===== src/rtl/mem_stage_if.sv =====
// Data-memory request/hit bus between mem_stage and the data cache.
// master issues requests; slave answers with dhit/dload.
interface mem_stage_if #(
  parameter int WORD_W = 32
);
  logic              dmemREN;
  logic              dmemWEN;
  logic [WORD_W-1:0] dmemaddr;
  logic [WORD_W-1:0] dmemstore;
  logic              dhit;
  logic [WORD_W-1:0] dload;

  modport master (
    output dmemREN, dmemWEN, dmemaddr, dmemstore,
    input  dhit, dload
  );

  modport slave (
    input  dmemREN, dmemWEN, dmemaddr, dmemstore,
    output dhit, dload
  );
endinterface


===== src/rtl/mem_stage.sv =====
// EX/MEM register, data-memory access control and MEM/WB register.
// Stalls upstream while a memory request is outstanding.
module mem_stage #(
  parameter int WORD_W = 32,
  parameter int REG_W  = 5
) (
  input  logic              CLK,
  input  logic              nRST,
  input  logic              en,
  input  logic              flush,
  input  logic [WORD_W-1:0] aluout,
  input  logic [WORD_W-1:0] dmemstore_in,
  input  logic [WORD_W-1:0] npc,
  input  logic [WORD_W-1:0] luiv,
  input  logic              dren,
  input  logic              dwen,
  input  logic              regwr,
  input  logic [1:0]        regsel,
  input  logic [REG_W-1:0]  regdst,
  input  logic              halt,
  mem_stage_if.master       dmem,
  output logic              mem_stall,
  output logic              fwd_regwr,
  output logic [REG_W-1:0]  fwd_regdst,
  output logic [WORD_W-1:0] fwd_val,
  output logic              wb_regwr,
  output logic [REG_W-1:0]  wb_regdst,
  output logic [WORD_W-1:0] wb_wdat,
  output logic              wb_halt
);

  typedef struct packed {
    logic [WORD_W-1:0] alu;
    logic [WORD_W-1:0] store;
    logic [WORD_W-1:0] npc;
    logic [WORD_W-1:0] luiv;
    logic              dren;
    logic              dwen;
    logic              regwr;
    logic [1:0]        regsel;
    logic [REG_W-1:0]  regdst;
    logic              halt;
  } ex_mem_t;

  typedef enum logic {IDLE, ACCESS} state_t;

  ex_mem_t           xm;
  ex_mem_t           xm_in;
  state_t            state;
  state_t            state_nxt;
  logic              done;
  logic [WORD_W-1:0] ld_data;
  logic              rd_req;
  logic              wr_req;
  logic              req;
  logic              capture;
  logic              is_load;
  logic [WORD_W-1:0] ld_val;
  logic [WORD_W-1:0] wdat;

  assign xm_in = '{
    alu:    aluout,
    store:  dmemstore_in,
    npc:    npc,
    luiv:   luiv,
    dren:   dren,
    dwen:   dwen,
    regwr:  regwr,
    regsel: regsel,
    regdst: regdst,
    halt:   halt
  };

  // a write wins over a simultaneous read
  assign rd_req    = xm.dren & ~xm.dwen & ~done;
  assign wr_req    = xm.dwen & ~done;
  assign req       = rd_req | wr_req;
  assign mem_stall = req & ~dmem.dhit;
  assign capture   = ~mem_stall & (flush | en);

  assign dmem.dmemREN   = rd_req;
  assign dmem.dmemWEN   = wr_req;
  assign dmem.dmemaddr  = xm.alu;
  assign dmem.dmemstore = xm.store;

  // EX/MEM capture; done/ld_data keep a held load from re-requesting
  always_ff @(posedge CLK or negedge nRST) begin
    if (!nRST) begin
      xm      <= '0;
      done    <= 1'b0;
      ld_data <= '0;
    end else if (capture) begin
      xm   <= flush ? '0 : xm_in;
      done <= 1'b0;
    end else if (dmem.dhit & req) begin
      done    <= 1'b1;
      ld_data <= dmem.dload;
    end
  end

  // access FSM state register
  always_ff @(posedge CLK or negedge nRST) begin
    if (!nRST) state <= IDLE;
    else       state <= state_nxt;
  end

  // access FSM next state; zero-wait hits never leave IDLE
  always_comb begin
    state_nxt = state;
    unique case (state)
      IDLE:   if (mem_stall) state_nxt = ACCESS;
      ACCESS: if (dmem.dhit) state_nxt = IDLE;
      default: state_nxt = IDLE;
    endcase
  end

  // forwarding value: everything except load data
  always_comb begin
    fwd_val = xm.alu;
    unique case (xm.regsel)
      2'd2:    fwd_val = xm.npc;
      2'd3:    fwd_val = xm.luiv;
      default: fwd_val = xm.alu;
    endcase
  end

  assign fwd_regwr  = xm.regwr;
  assign fwd_regdst = xm.regdst;

  assign is_load = (xm.regsel == 2'd1) & xm.dren & ~xm.dwen;
  assign ld_val  = done ? ld_data : dmem.dload;
  assign wdat    = is_load ? ld_val : fwd_val;

  // MEM/WB: bubble while stalled so nothing is written twice
  always_ff @(posedge CLK or negedge nRST) begin
    if (!nRST) begin
      wb_regwr  <= 1'b0;
      wb_regdst <= '0;
      wb_wdat   <= '0;
      wb_halt   <= 1'b0;
    end else if (mem_stall) begin
      wb_regwr  <= 1'b0;
      wb_regdst <= '0;
      wb_wdat   <= '0;
    end else begin
      wb_regwr  <= xm.regwr;
      wb_regdst <= xm.regdst;
      wb_wdat   <= wdat;
      wb_halt   <= wb_halt | xm.halt;
    end
  end

endmodule


===== src/flat_wrapper.sv =====
// flat-port wrapper written by rule: the top's interface ports become plain ports
module mem_stage_flat 
#(
  parameter int WORD_W = 32,
  parameter int REG_W  = 5
)
  (CLK, nRST, en, flush, aluout, dmemstore_in, npc, luiv, dren, dwen, regwr, regsel, regdst, halt, mem_stall, fwd_regwr, fwd_regdst, fwd_val, wb_regwr, wb_regdst, wb_wdat, wb_halt, dmem_dmemREN, dmem_dmemWEN, dmem_dmemaddr, dmem_dmemstore, dmem_dhit, dmem_dload);
  mem_stage_if #(.WORD_W(WORD_W)) dmem_i ();
  input  logic CLK;
  input  logic nRST;
  input  logic en;
  input  logic flush;
  input  logic [WORD_W-1:0] aluout;
  input  logic [WORD_W-1:0] dmemstore_in;
  input  logic [WORD_W-1:0] npc;
  input  logic [WORD_W-1:0] luiv;
  input  logic dren;
  input  logic dwen;
  input  logic regwr;
  input  logic [1:0] regsel;
  input  logic [REG_W-1:0] regdst;
  input  logic halt;
  output logic mem_stall;
  output logic fwd_regwr;
  output logic [REG_W-1:0] fwd_regdst;
  output logic [WORD_W-1:0] fwd_val;
  output logic wb_regwr;
  output logic [REG_W-1:0] wb_regdst;
  output logic [WORD_W-1:0] wb_wdat;
  output logic wb_halt;
  output wire logic [$bits(dmem_i.dmemREN)-1:0] dmem_dmemREN;
  output wire logic [$bits(dmem_i.dmemWEN)-1:0] dmem_dmemWEN;
  output wire logic [$bits(dmem_i.dmemaddr)-1:0] dmem_dmemaddr;
  output wire logic [$bits(dmem_i.dmemstore)-1:0] dmem_dmemstore;
  input wire logic [$bits(dmem_i.dhit)-1:0] dmem_dhit;
  input wire logic [$bits(dmem_i.dload)-1:0] dmem_dload;
  assign dmem_dmemREN = dmem_i.dmemREN;
  assign dmem_dmemWEN = dmem_i.dmemWEN;
  assign dmem_dmemaddr = dmem_i.dmemaddr;
  assign dmem_dmemstore = dmem_i.dmemstore;
  assign dmem_i.dhit = dmem_dhit;
  assign dmem_i.dload = dmem_dload;
  mem_stage #(.WORD_W(WORD_W), .REG_W(REG_W)) u_core (.CLK(CLK), .nRST(nRST), .en(en), .flush(flush), .aluout(aluout), .dmemstore_in(dmemstore_in), .npc(npc), .luiv(luiv), .dren(dren), .dwen(dwen), .regwr(regwr), .regsel(regsel), .regdst(regdst), .halt(halt), .dmem(dmem_i), .mem_stall(mem_stall), .fwd_regwr(fwd_regwr), .fwd_regdst(fwd_regdst), .fwd_val(fwd_val), .wb_regwr(wb_regwr), .wb_regdst(wb_regdst), .wb_wdat(wb_wdat), .wb_halt(wb_halt));
endmodule

===== config.mk =====
export PLATFORM = sky130hd
export DESIGN_NAME = mem_stage_flat
export DESIGN_NICKNAME = d
export VERILOG_FILES = /design/src/rtl/mem_stage_if.sv /design/src/rtl/mem_stage.sv /design/src/flat_wrapper.sv
export SDC_FILE = /design/constraint.sdc
export NUM_CORES = 1
export LEC_CHECK = 0
export CAP_MARGIN = 20
export CORE_ASPECT_RATIO = 2
export CORE_MARGIN = 2
export CORE_UTILIZATION = 35
export CTS_CLUSTER_SIZE = 40
export DETAILED_ROUTE_END_ITERATION = 8
export GPL_ROUTABILITY_DRIVEN = 0
export PLACE_DENSITY_LB_ADDON = 0.2
export SYNTH_ARGS = -nofsm -noshare
export SYNTH_HDL_FRONTEND = slang
export SYNTH_SLANG_ARGS = --single-unit
export TNS_END_PERCENT = 1

===== constraint.sdc =====
create_clock -name CLK -period 2.35 [get_ports CLK]
set_clock_uncertainty 0.1 [all_clocks]
set_input_delay 0.3525 -clock CLK [delete_from_list [all_inputs] [get_ports CLK]]
set_output_delay 0.3525 -clock CLK [all_outputs]
set_load 0.01 [all_outputs]

Word level (Yosys, flattened, before mapping) --
Cells that the tools add are included.
Storage, ports and cells: register bits after elaboration 211, input port bits 176, output and inout bits 144, logic and storage cells 46
Operators by class: equal/unequal tests 3, multiplexer cells 9, bitwise operators 16, reduce and logical (&&, ||, !) cells 2
Operators by type and width (number):
- $mux 139 | 1
- $mux 32 | 3
- $pmux 32 s2 | 1
- $and 1x1->1 | 8
- $mux 5 | 1
- $not 1->1 | 5
- $eq 2x2->1 const B | 2
- $mux 1 | 3
- $or 1x1->1 | 3
- $eq 2x1->1 const B | 1
- $reduce_and 2->1 | 1
- $reduce_bool 2->1 | 1

Depth between registers and ports, before layout --
Gate-level depths: netlist of run 1.
depth after elaboration 9, mapped depth 5, gate-level depth less buffers 4

Least setup slack after synthesis of run 1 --
No wires, ideal clock.
path kind register -> output, from register u_core.done, to output dmem_dmemREN, data arrival time 1.221 ns, required time 1.898 ns, slack 0.676 ns, stages on the path, launching flop included 5, buffers on the path 3, cell sequence dfrtp_1 -> clkbuf_2 -> buf_4 -> buf_4 -> nor3b_1
On the way: word-level cells in the longest chain between the ends 2
RTL lines:
- start: declaration | line mem_stage.sv:51 | logic done;
- start signal: assignment | line mem_stage.sv:90 | done <= 1'b0;
- start signal: assignment | line mem_stage.sv:94 | done <= 1'b0;
- start signal: assignment | line mem_stage.sv:96 | done <= 1'b1;
- $not 1->1 | line mem_stage.sv:75 | assign rd_req = xm.dren & ~xm.dwen & ~done;
- $and 1x1->1 | line mem_stage.sv:75
- end: declaration | line flat_wrapper.sv:31 | output wire logic [$bits(dmem_i.dmemREN)-1:0] dmem_dmemREN;
Every way passes these cells.

Worst setup path after layout of run 1 --
from register u_core.xm[6] (netlist bit), to output fwd_val[14]
On the way: word-level cells in the longest chain between the ends 2, elaborated cells between the ends (all ways) 3, those cells by class eq/ne: 2; mux: 1
RTL lines:
- start: declaration | line mem_stage.sv:47 | ex_mem_t xm;
- start signal: assignment | line mem_stage.sv:93 | xm <= flush ? '0 : xm_in;
- $eq 2x2->1 | line mem_stage.sv:120 | unique case (xm.regsel)
- $pmux 32 s2 * | line mem_stage.sv:120
- end: declaration | line flat_wrapper.sv:26 | output logic [WORD_W-1:0] fwd_val;
Every way passes the cells marked *; elsewhere a longest branch is shown, timed or not.

==> qor.yml, run 1 <==
flow_run:
  max_cap_violations: 0
placement:
  io_buffer_count: 319
  dp_slack_ps: -0.9932
  dp.final_hpwl_mm: 21.44
  dp_cells: 1456
pwr:
  powerDensity_nw_per_um2: 789.1
  report.power.total_mw: 11.27
  power_leakage_nw: 6.228
  ir_worst_vdd_mv: 0.4423
logic_synthesis:
  synth.top_cell.area_share_pct: 50.76
  synth-seq-cells: 211
  synthesis.instances: 868
  yosys_warnings: 0
  seq_area_frac_synth_pct: 50.76
  syn_avg_cell_area_um2: 11.98
  yosys.area.top_type: "dfrtp_1"
  synth_nets: 1044
  synth.top_cells.by_area: "dfrtp_1 (51%), mux2_1 (13%), nor2b_1 (10%), buf_4 (5.4%), mux2_2 (5.0%)"
  synthDistinctLibCells: 33
  synthesis.area_um2: 10400
grt:
  grt_start_max_net_pins: 140
  track_usage_pct: 19.00
  grt_first_pass_wirelength_mm: 45.79
  vias_in_the_first_global_route: 7779
  global_route.overflow_total: 0
  antenna_found_initial: 4
sta:
  final_layout_worst_hold_slack_ps: 183.3
  timing_max_transition_violations_final: 0
  share_of_the_clock_period_used_by_the_worst_path_after_layout_pct: 99.82
  finalSetupViolations: 0
  fmax_mhz: 426.3
  tightestPinTransition_ps: 683.0
  grt_setup_unrepaired: "true"
  postLayoutSetupSlackWorst_ps: 4.263
  finalCriticalPeriod_ps: 2346
  relSlewSlack_pct: 54.46
  finalHoldViolCount: 0
die:
  core_area_um2: 29400
  floorplan_die_area_um2: 31200
  floorplan.initialDensity_pct: 35.38
  dieWidth_um: 125.9
  die-height_um: 247.8
  top_level_ports: 320
  fp-row-count: 89
cells_and_area:
  mostFrequentLayoutCells: "clkdlybuf4s50_1 (283), dfrtp_1 (209), nor2b_1 (169)"
  finalNetCount: 1294
  share_of_the_core_filled_with_cells_in_the_final_layout_pct: 48.57
  area_occupied_by_multi_input_gates_um2: 4354
  num-fill-cells: 2721
  area_growth_pct: 37.25
  finish.cell_count_without_fillers: 1494
  layout-drive-gt1-share_pct: 16.70
  layout.cells.most_common: "clkdlybuf4s50_1"
  area_of_all_sequential_standard_cells_um2: 5283
cts:
  clockBufferDepth: 3
  clk_pin_slew_ps: 70
  skew_pair_late_insertion_delay_ps: 500
  tritoncts_num_sinks: 211
  root_buffer: "clkbuf_16"
  cts-htree-levels: 1
  tritoncts.num_buffers: 21
  cts_tree: "built"
detailed_routing:
  route.vias.total: 7400
  wl_per_cell_um: 20.00
  drt-vias-per-instance: 4.953
  postRouteAntennaNets: 0
  drt_first_pass_iters: 4
  initialDrtViolationCount: 247
  remaining_drc_errors: 0
  wl_mm: 29.88
setup_path:
  setup_slack_reg_to_reg_ps: 460
  worstReg2RegEnd: "u_core.xm[6]"
  timing_worst_setup_path_type: "flip-flop to output port"
  cp_num_buf_inv: 2
  cp_slowest_stage_delay_ps: 440
  required_worst_endpoint_ps: 1900
  crit_path_capture_type: "output port"
  crit_path_max_fanout: 10
  path_cells: "and2_4 > bufbuf_16 > a22oi_2 > nand2_1 > buf_2"
  worstReg2RegStart: "u_core.xm[10]"
  crit_slowest_cell: "dfrtp_2"
  crit_path_start_kind: "flip-flop"
  r2r.worst_path.cells: 5
  crit_arrival_ps: 1890
  cpLargestDelayFamily: "flip-flops"
outcome:
  result_of_the_run: "finished clean"
min_path:
  hold_path_startpoint: "flush"
  hp-class: "input pin to flip-flop"
  min_delay_path_depth: 3
  min_delay_worst_endpoint: "u_core.xm[10]"
-- cell type report --
| cell class | instances | share of cell area, % |
|---|---|---|
| flip-flops and latches | 211 | 37.00 |
| diodes | 4 | 0.07011 |
| repair buffers | 357 | 24.77 |
| clock buffers | 29 | 4.242 |
| multi-input cells | 522 | 30.50 |
| inverters | 5 | 0.1315 |
| well taps | 364 | 3.190 |
| clock inverters | 2 | 0.09640 |
-- worst max path at each step --
stage / cells after the start / end / slack, ps / from
finish: 5 / fwd_val[14] / 4 / u_core.xm[6]
global placement: 5 / mem_stall / 1 / dmem_dhit
CTS: 5 / fwd_val[14] / -80 / u_core.xm[6]
floorplan: 4 / dmem_dmemREN / 680 / u_core.done
detailed placement: 5 / mem_stall / -1 / dmem_dhit
global route: 5 / fwd_val[14] / -70 / u_core.xm[6]
-- report_power, final --
part	internal, mW	switching [mW]
Combinational	1.81	1.43
Clock	1.78	1.41
Sequential	4.40	0.431
-- cell usage after synthesis --
cell         n
o41ai_1      2
dfrtp_1    211
inv_2        1
and2_1       7
buf_1        1
a22oi_1     32
or2_4        1
buf_8       11
a21oi_4      1
nor2_2       1
nor3b_1      1
o21ai_0      2
nand4bb_1    1
a21o_1       1
buf_4       75
clkbuf_2     1
buf_2       14
mux2_2      46
nand4_2      1
a211oi_1    32
nand2b_1     1
nor2b_1    170
a311oi_1    32
clkbuf_1    25
buf_6        2
nand2_1     66
mux2i_1      1
buf_12       1
a21oi_1      1
nor2_4       1
mux2_4       6
inv_1        4
mux2_1     116
-- through the flow --
step           TNS [ps]  instance area [um2]
2_1_floorplan         0                10400
3_3_place_gp          0                13550
3_5_place_dp    -0.9932                13550
4_1_cts          -362.9                14320
5_1_grt          -720.5                14280
6_report              0                14280
-- what timing repair did --
item                                   CTS  global route
pin swaps                               13            15
endpoints found under the hold margin   45             0
cloned                                   1             0
gates resized for setup                112            26
setup endpoints to repair               34            27
setup buffers                            1             0
hold buffers                             1             0
-- worst reg2reg max path: cells and delay by family (launching register included) --
family / cells / cell delay [ps]
compound gates: 1 / 150
buf+inv: 2 / 390
flops: 1 / 440
mux: 1 / 380
simple gates: 1 / 310
-- metal layers --
metal | vias up | track usage [%] | share of wire (%)
met5 | - | 0 | 0
met4 | 0 | 8.080 | 3.8
met3 | 57 | 2.910 | 4.6
met2 | 228 | 37.24 | 57
met1 | 3686 | 19.70 | 35
li1 | 3429 | - | -
-- state kept, by name, indices dropped and copies added (netlist names) --
register / count
u_core.dmem.dmemaddr: 32
u_core.dmem.dmemstore: 32
u_core.done: 1
u_core.fwd_regdst: 5
u_core.fwd_regwr: 1
u_core.ld_data: 32
u_core.wb_halt: 1
u_core.wb_regdst: 5
u_core.wb_regwr: 1
u_core.wb_wdat: 32
u_core.xm: 69
-- kinds of logic after synthesis --
family / Yosys count / share of synthesized area [%]
muxes: 169 / 18.50
DFF: 211 / 50.76
and+or+nand+nor: 250 / 13.64
buffers and inverters: 135 / 9.249
AOI/OAI and AO/OA: 103 / 7.854
Power figures use the tool's default switching activity.
==> run 2: changes to the inputs <==
--- a/config.mk
+++ b/config.mk
@@ -13,6 +13,7 @@
 export DETAILED_ROUTE_END_ITERATION = 8
 export GPL_ROUTABILITY_DRIVEN = 0
 export PLACE_DENSITY_LB_ADDON = 0.2
+export RECOVER_POWER = 100
 export SYNTH_ARGS = -nofsm -noshare
 export SYNTH_HDL_FRONTEND = slang
 export SYNTH_SLANG_ARGS = --single-unit
==> qor.yml, run 2 (synthesis gave the netlist of run 1 again) <==
outcome:
  result_of_the_run: "finished clean"
sta:
  finalSetupViolations: 0
  finalHoldViolCount: 0
  grt_setup_unrepaired: "true"
  fmax_mhz: 427.0
  totalNegativeSetupSlack_ps: 0
  share_of_the_clock_period_used_by_the_worst_path_after_layout_pct: 99.67
  relSlewSlack_pct: 14.39
  finalCriticalPeriod_ps: 2342
  tightestPinTransition_ps: 1284
  timing_max_transition_violations_final: 0
  final_layout_worst_hold_slack_ps: 170.8
flow_run:
  max_cap_violations: 0
setup_path:
  r2r.worst_path.cells: 5
  path_cells: "and2_4 > bufbuf_16 > a22oi_2 > nand2_1 > buf_2"
  cp_slowest_stage_delay_ps: 440
  setup_slack_reg_to_reg_ps: 100
  crit_path_max_fanout: 10
  cp_num_buf_inv: 2
  worstReg2RegStart: "u_core.xm[10]"
  timing_worst_setup_path_type: "flip-flop to output port"
  crit_path_start_kind: "flip-flop"
  crit_slowest_cell: "dfrtp_2"
  required_worst_endpoint_ps: 1900
  crit_arrival_ps: 1890
  crit_path_capture_type: "output port"
  cpLargestDelayFamily: "flip-flops"
  worstReg2RegEnd: "u_core.xm[9]"
detailed_routing:
  route.vias.total: 7428
  wl_per_cell_um: 20.11
  drt-vias-per-instance: 4.972
  remaining_drc_errors: 0
  initialDrtViolationCount: 274
  drt_first_pass_iters: 4
  postRouteAntennaNets: 0
  wl_mm: 30.04
cts:
  clockBufferDepth: 3
  clk_pin_slew_ps: 60
  cts-htree-levels: 1
  cts_tree: "built"
  tritoncts_num_sinks: 211
  skew_pair_late_insertion_delay_ps: 500
  root_buffer: "clkbuf_16"
  tritoncts.num_buffers: 21
pwr:
  report.power.total_mw: 11.02
  ir_worst_vdd_mv: 0.4396
  power_leakage_nw: 6.356
  powerDensity_nw_per_um2: 783.5
min_path:
  hp-class: "input pin to flip-flop"
  min_delay_path_depth: 4
  hold_path_startpoint: "flush"
  min_delay_worst_endpoint: "u_core.xm[9]"
cells_and_area:
  flip_flop_count_of_the_largest_register_all_copies_and_words_added: 69
  num-fill-cells: 2750
  layout-drive-gt1-share_pct: 15.10
  finish.cell_count_without_fillers: 1494
  layout.cells.most_common: "dfrtp_1"
  area_growth_pct: 35.16
  finalNetCount: 1294
  mostFrequentLayoutCells: "dfrtp_1 (209), clkdlybuf4s50_1 (174), nor2b_1 (169)"
  top_register: "u_core.xm"
die:
  floorplan_die_area_um2: 31200
  fp-row-count: 89
  dieWidth_um: 125.9
  top_level_ports: 320
  core_area_um2: 29400
  floorplan.initialDensity_pct: 35.38
  die-height_um: 247.8
grt:
  track_usage_pct: 19.00
  global_route.overflow_total: 0
  grt_first_pass_wirelength_mm: 45.79
  grt_start_max_net_pins: 140
  vias_in_the_first_global_route: 7779
  antenna_found_initial: 4
placement:
  io_buffer_count: 319
  dp_cells: 1456
  dp.final_hpwl_mm: 21.44
[run 2: power by group]
group / internal [mW] / leakage [nW] / switching [mW]
sequential: 4.40 / 2.69 / 0.408
combinational: 1.60 / 3.36 / 1.41
clock: 1.78 / 0.307 / 1.41
total: 7.78 / 6.36 / 3.23
[run 2: cell type report]
type	instances	area [um2]	share of cell area, %
timing repair buffer	357	3396	24.15
inverter	5	18.77	0.1335
multi-input combinational	522	4278	30.43
sequential	211	5283	37.57
antenna	4	10.01	0.07119
tap	364	455.4	3.239
clock inverter	2	13.76	0.09789
clock buffer	29	605.6	4.307
[run 2: worst max path at each step]
stage,from,endpoint,slack (ps),cells past startpoint
CTS,u_core.xm[6],fwd_val[14],-80,5
detailed placement,dmem_dhit,mem_stall,-1,5
global route,u_core.xm[6],fwd_val[14],-70,5
floorplan,u_core.done,dmem_dmemREN,680,4
global placement,dmem_dhit,mem_stall,1,5
finish,u_core.xm[6],fwd_val[14],8,5
[run 2: what timing repair did]
action	in CTS	in global routing
cloned	1	0
hold buffers	1	0
endpoints found under the setup margin	34	27
pin swaps	13	15
hold endpoints to repair	45	0
setup buffers	1	0
resized for setup	112	26
[run 2: metal layers]
layer  track usage [%]  wire length, um
met5                 0                0
met4             8.080             1121
met3             2.910             1388
met2             37.24            17150
met1             19.70            10380
[run 2: worst min-delay path: stages]
cell,delay [ps]
buf_4,110
nor2_4,60
o21ai_0,130
o41ai_1,70
[run 2: metrics by stage]
stage	utilization, %	instance area [um2]	worst slack [ps]
final	47.83	14060	7.819
after global routing	47.83	14060	-72.40
after CTS	48.69	14320	-80.59
after detailed placement	46.09	13550	-0.9932
after global placement	46.09	13550	1.149
after floorplan	-	10400	676.3
